===== config.mk =====
export PLATFORM = sky130hd
export DESIGN_NAME = mdu_seq
export DESIGN_NICKNAME = d
export VERILOG_FILES = /design/src/rtl/mdu_seq.sv
export SDC_FILE = /design/constraint.sdc
export NUM_CORES = 1
export LEC_CHECK = 0
export CAP_MARGIN = 20
export CELL_PAD_IN_SITES_DETAIL_PLACEMENT = 0
export CELL_PAD_IN_SITES_GLOBAL_PLACEMENT = 1
export CORE_ASPECT_RATIO = 0.75
export CORE_MARGIN = 8
export CORE_UTILIZATION = 43
export CTS_CLUSTER_SIZE = 30
export DETAILED_ROUTE_END_ITERATION = 10
export PLACE_DENSITY = 0.77
export SLEW_MARGIN = 30
export SYNTH_ARGS = -nofsm -noshare
export SYNTH_HDL_FRONTEND = slang
export SYNTH_SLANG_ARGS = --single-unit
export TNS_END_PERCENT = 5

===== constraint.sdc =====
create_clock -name clk -period 3.75 [get_ports clk]
set_input_delay 0.75 -clock clk [delete_from_list [all_inputs] [get_ports clk]]
set_output_delay 0.75 -clock clk [all_outputs]
set_load 0.02 [all_outputs]

===== src/rtl/mdu_seq.sv =====
// mdu_seq: iterative MIPS multiply/divide sequencer with a HI/LO register pair.
// Define MDU_DIV_EN to build the DIV/DIVU path; otherwise only MULT/MULTU/MTHI/MTLO are supported.
module mdu_seq #(
  parameter int ITER = 32
) (
  input  logic        clk,
  input  logic        rst,
  input  logic        flush,
  input  logic        start,
  input  logic [2:0]  mdu_op,
  input  logic [31:0] rs_val,
  input  logic [31:0] rt_val,
  output logic        stall,
  output logic        done,
  output logic        busy,
  output logic [31:0] hi_o,
  output logic [31:0] lo_o
);

  localparam logic [2:0] OP_MULT  = 3'b001;
  localparam logic [2:0] OP_MULTU = 3'b010;
  localparam logic [2:0] OP_DIV   = 3'b011;
`ifdef MDU_DIV_EN
  localparam logic [2:0] OP_DIVU  = 3'b100;
`endif
  localparam logic [2:0] OP_MTHI  = 3'b101;
  localparam logic [2:0] OP_MTLO  = 3'b110;

  localparam int CW = (ITER > 1) ? $clog2(ITER) : 1;
  localparam logic [CW-1:0] LAST = CW'(ITER - 1);

  typedef enum logic [1:0] {S_IDLE, S_PREP, S_CALC, S_FIX} state_t;
  state_t r_state, w_next;

  logic [63:0]   r_acc;
  logic [31:0]   r_init;
  logic [31:0]   r_opd;
  logic [31:0]   r_hi;
  logic [31:0]   r_lo;
  logic [CW-1:0] r_cnt;
  logic          r_negRes;
`ifdef MDU_DIV_EN
  logic          r_isDiv;
  logic          r_negRem;
  logic          r_divZero;
  logic          w_divOk;
  logic [31:0]   w_quot;
  logic [31:0]   w_rem;
`endif

  logic        w_isMul;
  logic        w_isDiv;
  logic        w_signed;
  logic        w_accept;
  logic [31:0] w_rsMag;
  logic [31:0] w_rtMag;
  logic [32:0] w_sum;
  logic [32:0] w_mulHi;
  logic [63:0] w_accStep;
  logic [63:0] w_prod;

  assign w_isMul = (mdu_op == OP_MULT) || (mdu_op == OP_MULTU);
`ifdef MDU_DIV_EN
  assign w_isDiv = (mdu_op == OP_DIV) || (mdu_op == OP_DIVU);
`else
  assign w_isDiv = 1'b0;
`endif
  assign w_signed = (mdu_op == OP_MULT) || (mdu_op == OP_DIV);
  assign w_accept = (r_state == S_IDLE) && start && (w_isMul || w_isDiv) && !flush;
  assign w_rsMag  = (w_signed && rs_val[31]) ? -rs_val : rs_val;
  assign w_rtMag  = (w_signed && rt_val[31]) ? -rt_val : rt_val;

  // Shared 33-bit adder; divide feeds it the shifted partial remainder without its carry-out bit.
`ifdef MDU_DIV_EN
  always_comb begin
    if (r_isDiv) begin
      w_sum   = {1'b0, r_acc[62:31]} - {1'b0, r_opd};
      w_divOk = r_acc[63] || !w_sum[32];
    end else begin
      w_sum   = {1'b0, r_acc[63:32]} + {1'b0, r_opd};
      w_divOk = 1'b0;
    end
  end
`else
  assign w_sum = {1'b0, r_acc[63:32]} + {1'b0, r_opd};
`endif

  always_comb begin
    w_mulHi   = r_acc[0] ? w_sum : {1'b0, r_acc[63:32]};
    w_accStep = {w_mulHi, r_acc[31:1]};
`ifdef MDU_DIV_EN
    if (r_isDiv)
      w_accStep = w_divOk ? {w_sum[31:0], r_acc[30:0], 1'b1} : {r_acc[62:0], 1'b0};
`endif
  end

  assign w_prod = r_negRes ? -r_acc : r_acc;
`ifdef MDU_DIV_EN
  assign w_quot = r_divZero ? 32'hFFFF_FFFF : (r_negRes ? -r_acc[31:0] : r_acc[31:0]);
  assign w_rem  = r_negRem ? -r_acc[63:32] : r_acc[63:32];
`endif

  always_ff @(posedge clk) begin
    if (rst) r_state <= S_IDLE;
    else     r_state <= w_next;
  end

  always_comb begin
    w_next = r_state;
    stall  = 1'b0;
    case (r_state)
      S_IDLE: begin
        stall = w_accept;
        if (w_accept) w_next = S_PREP;
      end
      S_PREP: begin
        stall  = 1'b1;
        w_next = flush ? S_IDLE : S_CALC;
      end
      S_CALC: begin
        stall = 1'b1;
        if (flush)              w_next = S_IDLE;
        else if (r_cnt == LAST) w_next = S_FIX;
      end
      S_FIX:   w_next = S_IDLE;
      default: w_next = S_IDLE;
    endcase
    if (rst) stall = 1'b0;
  end

  assign busy = (r_state != S_IDLE);
  assign done = (r_state == S_FIX) && !flush;
  assign hi_o = r_hi;
  assign lo_o = r_lo;

  always_ff @(posedge clk) begin
    if (rst) begin
      r_acc    <= '0;
      r_cnt    <= '0;
      r_init   <= '0;
      r_opd    <= '0;
      r_hi     <= '0;
      r_lo     <= '0;
      r_negRes <= 1'b0;
`ifdef MDU_DIV_EN
      r_isDiv   <= 1'b0;
      r_negRem  <= 1'b0;
      r_divZero <= 1'b0;
`endif
    end else begin
      case (r_state)
        S_IDLE: begin
          if (w_accept) begin
            r_init   <= w_isDiv ? w_rsMag : w_rtMag;
            r_opd    <= w_isDiv ? w_rtMag : w_rsMag;
            r_negRes <= w_signed && (rs_val[31] ^ rt_val[31]);
`ifdef MDU_DIV_EN
            r_isDiv   <= w_isDiv;
            r_negRem  <= w_signed && rs_val[31];
            r_divZero <= (rt_val == 32'h0);
`endif
          end else if (start && !flush) begin
            if (mdu_op == OP_MTHI) r_hi <= rs_val;
            if (mdu_op == OP_MTLO) r_lo <= rs_val;
          end
        end
        S_PREP: begin
          r_acc <= {32'h0, r_init};
          r_cnt <= '0;
        end
        S_CALC: begin
          r_acc <= w_accStep;
          r_cnt <= r_cnt + CW'(1);
        end
        S_FIX: begin
          if (!flush) begin
`ifdef MDU_DIV_EN
            if (r_isDiv) begin
              r_hi <= w_rem;
              r_lo <= w_quot;
            end else
`endif
            begin
              r_hi <= w_prod[63:32];
              r_lo <= w_prod[31:0];
            end
          end
        end
        default: ;
      endcase
    end
  end

endmodule


==> flow_metrics.py, run 1 <==
metrics = {
    "timing": {
        "rsz0062_at_grt": "no",
        "tns_ns": 0,
        "hold_viol_final": 0,
        "tightest_slew_ns": 0.981,
        "max_clock_freq_ghz": 0.287,
        "finalCriticalPeriod_ns": 3.49,
        "finalCritPeriodShare": 0.929,
        "worst_hold_slack_ns": 0.458,
        "finalSetupViolCount": 0,
        "maxSlewViolCount": 0,
        "relSlewSlack": 0.346,
        "finClkSkew_ns": 0.0131,
    },
    "yosys": {
        "synth.top_cell.area_share": 0.314,
        "async_flop_share": 0,
        "syn_area_sq_um": 12800,
        "synth_top_cell_by_area": "dfxtp_1",
        "syn_inst": 1616,
        "synth_seq_cells": 200,
        "syn-num-nets": 1730,
        "yosysSeqAreaShare": 0.314,
        "ys_top_cells_by_area": "dfxtp_1 31%, a211oi_1 6.4%, nor2_1 6.3%",
        "ys_types": 82,
        "synth_flop_cell": "dfxtp_1",
        "synth-edff-count": 0,
        "yosysWarningCount": 0,
        "syn_area_per_cell_sq_um": 7.90,
    },
    "power": {
        "p_leak_nw": 5.32,
        "vdd_drop_max_mv": 0.316,
        "power.density_nw_per_um2": 409,
        "power_w": 0.00630,
    },
    "worst_setup_path": {
        "cpMostUsedCell": "clkdlybuf4s50_1",
        "crit_arrival_ns": 2.74,
        "r2r-end": "hi_o[3]",
        "reg2reg_slack_ns": 0.36,
        "ff2ff_path_depth": 7,
        "cp_num_buf_inv": 2,
        "reg2reg_from": "r_acc[8]",
        "cpPeakStageDelay_ns": 0.66,
        "worstPathMaxFanout": 3,
        "crit_family": "buffers and inverters",
        "worst_setup_path_start_kind": "input pin",
        "cp-end-kind": "primary output",
        "critPathKind": "in -> out",
        "cp_cell_sequence": "clkdlybuf4s50_1, xnor2_1, or4_1, a211oi_1, clkdlybuf4s50_1",
        "cp.required_ns": 3.00,
        "cp_slowest_cell": "clkdlybuf4s50_1",
    },
    "place": {
        "dp_hpwl_mm": 36.3,
        "gp_congestion": 0.919,
        "place_area_sq_um": 14800,
        "numPortBuffers": 137,
    },
    "drt": {
        "drcViolationCount": 0,
        "maxUsedRoutingLayer": "met5",
        "ant_nets": 0,
        "firstDrtPassIters": 5,
        "vias": 13044,
        "routed_wl_mm": 47.7,
        "wl_met1_mm": 23.5,
        "vias_per_cell": 6.13,
        "met2_length_mm": 19.0,
        "drt_iter0_drc": 1194,
        "wl_met3_mm": 4.51,
        "wire_per_inst_um": 22.4,
    },
    "run": {
        "max-cap-violations": 0,
    },
    "clock_tree": {
        "numCtsBuffers": 17,
        "postCtsSetupRepairBufs": 0,
        "cts_tree": "yes",
        "htree_levels": 4,
        "postCtsHoldBufs": 0,
        "path_clk_slew_ns": 0.07,
        "ctsResizeCount": 0,
        "clockBufferDepth": 2,
        "clkSinkCount": 200,
        "cts-root-buf": "clkbuf_16",
        "clk_latency_ns": 0.45,
    },
    "finish": {
        "fin_area_sq_um": 15400,
        "layout_commonest_cell": "nor2_1",
        "layout_common_cells": "213 x nor2_1, 199 x dfxtp_1, 136 x clkdlybuf4s50_1",
        "post-route-util": 0.528,
        "seq_area_sq_um": 4010,
        "finalNetCount": 1837,
        "n_fill_cell": 2778,
        "drive_gt1_frac": 0.0806,
        "multi_input_area_sq_um": 8210,
        "syn2layout_area_growth_pct": 20.5,
    },
    "global_routing": {
        "grt_pass1_vias": 11905,
        "grt_overflow": 0,
        "grt_first_pass_wirelength_mm": 72.8,
        "groute.usage.overall": 0.260,
        "antenna_found_initial": 2,
        "grt_start_max_net_pins": 83,
    },
    "status": {
        "status": "finished, final reports clean",
    },
    "floorplan": {
        "rows": 54,
        "die_h_um": 165,
        "fp.coreArea_sq_um": 29100,
        "die_x_um": 215,
        "initial_core_util": 0.438,
        "dieArea_sq_um": 35500,
        "io_pins": 138,
    },
    "min_path": {
        "hold_end": "r_init[0]",
        "whs_path_depth": 2,
        "hold_path_class": "reg -> reg",
        "worstHoldStart": "r_init[0]",
    },
}
cells by family after synthesis:
kind of cell | count (synthesis) | share of synthesized area
adder cells (fa/ha/maj) | 43 | 0.0427
XOR/XNOR | 113 | 0.0775
multiplexers | 43 | 0.0338
AND/OR/NAND/NOR | 514 | 0.195
buffers and inverters | 154 | 0.0456
flip-flops | 200 | 0.314
AO/OA/AOI/OAI | 549 | 0.292
cells in the mapped netlist, types with 12 or more instances:
library cell / count
xnor2_1: 38
nor3_1: 27
dfxtp_1: 200
o21ai_0: 90
a21o_1: 15
nor2_1: 214
or3_1: 24
nand3_1: 28
o211ai_1: 14
a31oi_1: 13
o31ai_1: 34
a21oi_1: 121
a22oi_1: 26
mux2i_1: 42
a22o_1: 12
nand2b_1: 12
a211oi_1: 108
nand2_1: 98
nand4_1: 15
o41ai_1: 16
xor2_1: 75
inv_1: 32
or4_1: 15
clkbuf_1: 109
ha_1: 42
nor4_1: 16
sequential cells by signal, indices dropped and copies added, names as in the netlist:
signal	count
r_acc	64
hi_o	32
lo_o	32
r_init	32
r_opd	32
r_cnt	5
r_state	2
r_negRes	1
metal layers:
metal  vias to the layer above  track usage
met1                      6230        0.390
met4                         2       0.0538
met2                       528        0.362
li1                       6244            -
met5                         -            0
met3                        40       0.0717
worst reg2reg max path, delay by kind of cell (launching register included):
family,cells,cell delay [ns]
simple gates,3,2.06
flops,1,0.39
xor+xnor,1,0.11
compound gates,3,0.80
metrics by stage:
step / cells / setup WS (ns)
2_1_floorplan: 1616 / 0.750
3_3_place_gp: 2096 / 0.0900
3_5_place_dp: 2096 / 0.0720
4_1_cts: 2128 / 0.258
5_1_grt: 2129 / 0.182
6_report: 2129 / 0.265
how the worst max path moves through the flow:
stage	slack (ns)	end	from	cells after the start
3_5_place_dp	0.07	r_opd[29]	rs_val[12]	8
4_1_cts	0.26	stall	mdu_op[1]	5
5_1_grt	0.18	hi_o[21]	r_acc[8]	7
3_3_place_gp	0.09	r_opd[29]	rs_val[11]	8
6_report	0.26	stall	mdu_op[1]	5
2_1_floorplan	0.75	r_opd[29]	rs_val[12]	7
report_power, final:
group,internal [W],total (W),leakage [nW],switching [W]
clock,0.00109,0.00201,0.309,0.000912
sequential,0.00227,0.00246,1.62,0.000194
combinational,0.000648,0.00183,3.39,0.00118
final cells by class:
cell class                      count  area share
Clock buffer                       19      0.0288
Multi-Input combinational cell   1262       0.534
Antenna cell                        1    0.000163
Tap cell                          392      0.0319
Inverter                           32     0.00781
Sequential cell                   200       0.260
Timing Repair Buffer              210       0.125
Clock inverter                     13      0.0118
No activity file was read; power rests on OpenSTA's default activity.
==> inputs of run 2 (changes only) <==
==> constraint.sdc (replaced) <==
create_clock -name clk -period 4 [get_ports clk]
set_input_delay 0.8 -clock clk [delete_from_list [all_inputs] [get_ports clk]]
set_output_delay 0.8 -clock clk [all_outputs]
set_load 0.02 [all_outputs]
==> flow_metrics.py, run 2 (same netlist as run 1, synthesis figures left out) <==
metrics = {
    "timing": {
        "finClkSkew_ns": 0.00994,
        "finalCriticalPeriod_ns": 3.58,
        "finalSetupViolCount": 0,
        "max_clock_freq_ghz": 0.279,
        "setup_ws_ns": 0.415,
        "hold_viol_final": 0,
        "relSlewSlack": 0.384,
        "finalCritPeriodShare": 0.896,
        "maxSlewViolCount": 0,
        "tns_ns": 0,
        "rsz0062_at_grt": "no",
        "tightest_slew_ns": 0.921,
    },
    "worst_setup_path": {
        "cp-end-kind": "primary output",
        "cpMostUsedCell": "clkdlybuf4s50_1",
        "crit_family": "buffers and inverters",
        "worstPathMaxFanout": 3,
        "cp.required_ns": 3.20,
        "reg2reg_from": "r_acc[7]",
        "cpPeakStageDelay_ns": 0.65,
        "cp_cell_sequence": "clkdlybuf4s50_1, xnor2_1, or4_1, a211oi_1, clkdlybuf4s50_1",
        "crit_arrival_ns": 2.78,
        "worst_setup_path_start_kind": "input pin",
        "critPathKind": "in -> out",
        "r2r-end": "hi_o[24]",
        "cp_slowest_cell": "clkdlybuf4s50_1",
        "cp_num_buf_inv": 2,
        "ff2ff_path_depth": 7,
        "reg2reg_slack_ns": 0.50,
    },
    "min_path": {
        "hold_path_class": "reg -> reg",
        "worstHoldStart": "hi_o[11]",
        "whs_path_depth": 1,
        "hold_end": "hi_o[11]",
    },
    "finish": {
        "syn2layout_area_growth_pct": 19.0,
        "drive_gt1_frac": 0.0710,
        "n_fill_cell": 2808,
        "top_register": "r_acc",
        "layout_commonest_cell": "nor2_1",
        "largest_register_ffs": 64,
        "finalNetCount": 1819,
        "layout_common_cells": "213 x nor2_1, 199 x dfxtp_1, 136 x clkdlybuf4s50_1",
    },
    "clock_tree": {
        "path_clk_slew_ns": 0.07,
        "htree_levels": 4,
        "cts_tree": "yes",
        "postCtsSetupRepairBufs": 0,
        "numCtsBuffers": 17,
        "clkSinkCount": 200,
        "clockBufferDepth": 2,
        "postCtsHoldBufs": 0,
        "ctsResizeCount": 0,
        "clk_latency_ns": 0.46,
        "cts-root-buf": "clkbuf_16",
    },
    "drt": {
        "ant_nets": 0,
        "vias": 12972,
        "wire_per_inst_um": 22.6,
        "drt_iter0_drc": 1194,
        "vias_per_cell": 6.14,
        "drcViolationCount": 0,
        "routed_wl_mm": 47.7,
        "firstDrtPassIters": 5,
    },
    "global_routing": {
        "grt_overflow": 0,
        "groute.usage.overall": 0.258,
        "antenna_found_initial": 2,
        "grt_pass1_vias": 11797,
        "grt_start_max_net_pins": 79,
        "grt_first_pass_wirelength_mm": 72.1,
    },
    "power": {
        "power.density_nw_per_um2": 376,
        "p_leak_nw": 5.19,
        "vdd_drop_max_mv": 0.284,
    },
    "floorplan": {
        "fp.coreArea_sq_um": 29100,
        "die_x_um": 215,
        "dieArea_sq_um": 35500,
        "rows": 54,
        "io_pins": 138,
        "die_h_um": 165,
        "initial_core_util": 0.438,
    },
    "run": {
        "max-cap-violations": 0,
    },
    "place": {
        "dpl_worst_slack_ns": 0.190,
        "dp_hpwl_mm": 35.8,
        "gp_congestion": 0.941,
        "numPortBuffers": 137,
    },
    "status": {
        "status": "finished, final reports clean",
    },
}
run 2: cell count changes in the layout (fill, tap and decap cells not counted):
cell | before | now
inv_8 | 3 | 0
buf_4 | 73 | 55
clkinvlp_4 | 0 | 3
bufinv_16 | 3 | 1
clkinv_2 | 1 | 3
run 2: per-layer routing:
layer  share of wire  track usage  vias to the layer above  wire (um)
li1                -            -                     6188          -
met1            0.50        0.389                     6220      23800
met2            0.41        0.366                      518      19400
met3           0.080       0.0595                       44       3840
met4           0.013       0.0541                        2        613
met5         0.00027            0                        -         13
run 2: worst max path at each step:
stage               start         to  slack (ns)  depth (start not counted)
4_1_cts         mdu_op[1]      stall        0.41                          5
3_5_place_dp   rs_val[12]  r_opd[29]        0.19                          8
5_1_grt         mdu_op[1]      stall        0.27                          5
3_3_place_gp   rs_val[11]  r_opd[29]        0.25                          8
2_1_floorplan  rs_val[12]  r_opd[29]        0.95                          7
6_report        mdu_op[1]      stall        0.42                          5
run 2: stage by stage:
step	instances	hold slack (ns)	total power, W	cell area (sq um)	util
after floorplan	1616	0.436	0.00338	12800	-
after global placement	2078	0.438	0.00395	14600	0.502
after detailed placement	2078	0.440	0.00398	14600	0.502
after CTS	2110	0.463	0.00570	15200	0.521
after global routing	2111	0.485	0.00596	15200	0.522
final	2111	0.461	0.00571	15200	0.522
run 2: layout make-up:
| type | count | area (sq um) | share of cell area |
|---|---|---|---|
| Antenna cell | 1 | 2.50 | 0.000165 |
| Multi-Input combinational cell | 1262 | 8210 | 0.541 |
| Timing Repair Buffer | 192 | 1790 | 0.118 |
| Sequential cell | 200 | 4010 | 0.264 |
| Inverter | 32 | 120 | 0.00791 |
| Tap cell | 392 | 490 | 0.0323 |
| Clock buffer | 19 | 443 | 0.0292 |
| Clock inverter | 13 | 120 | 0.00791 |
run 2: report_power, final:
part	switching, W	leakage (nW)	internal, W
logic	0.00109	3.30	0.000575
registers	0.000185	1.62	0.00213
clock network	0.000851	0.271	0.000883
run 2: worst reg2reg max path: stages (launching register included):
cell     delay, ns
dfxtp_1       0.44
nor4_1        0.71
and4b_1       0.56
nand4_2       0.39
nor4_4        0.65
nor3b_1       0.33
mux2i_1       0.24
o21ai_1       0.09
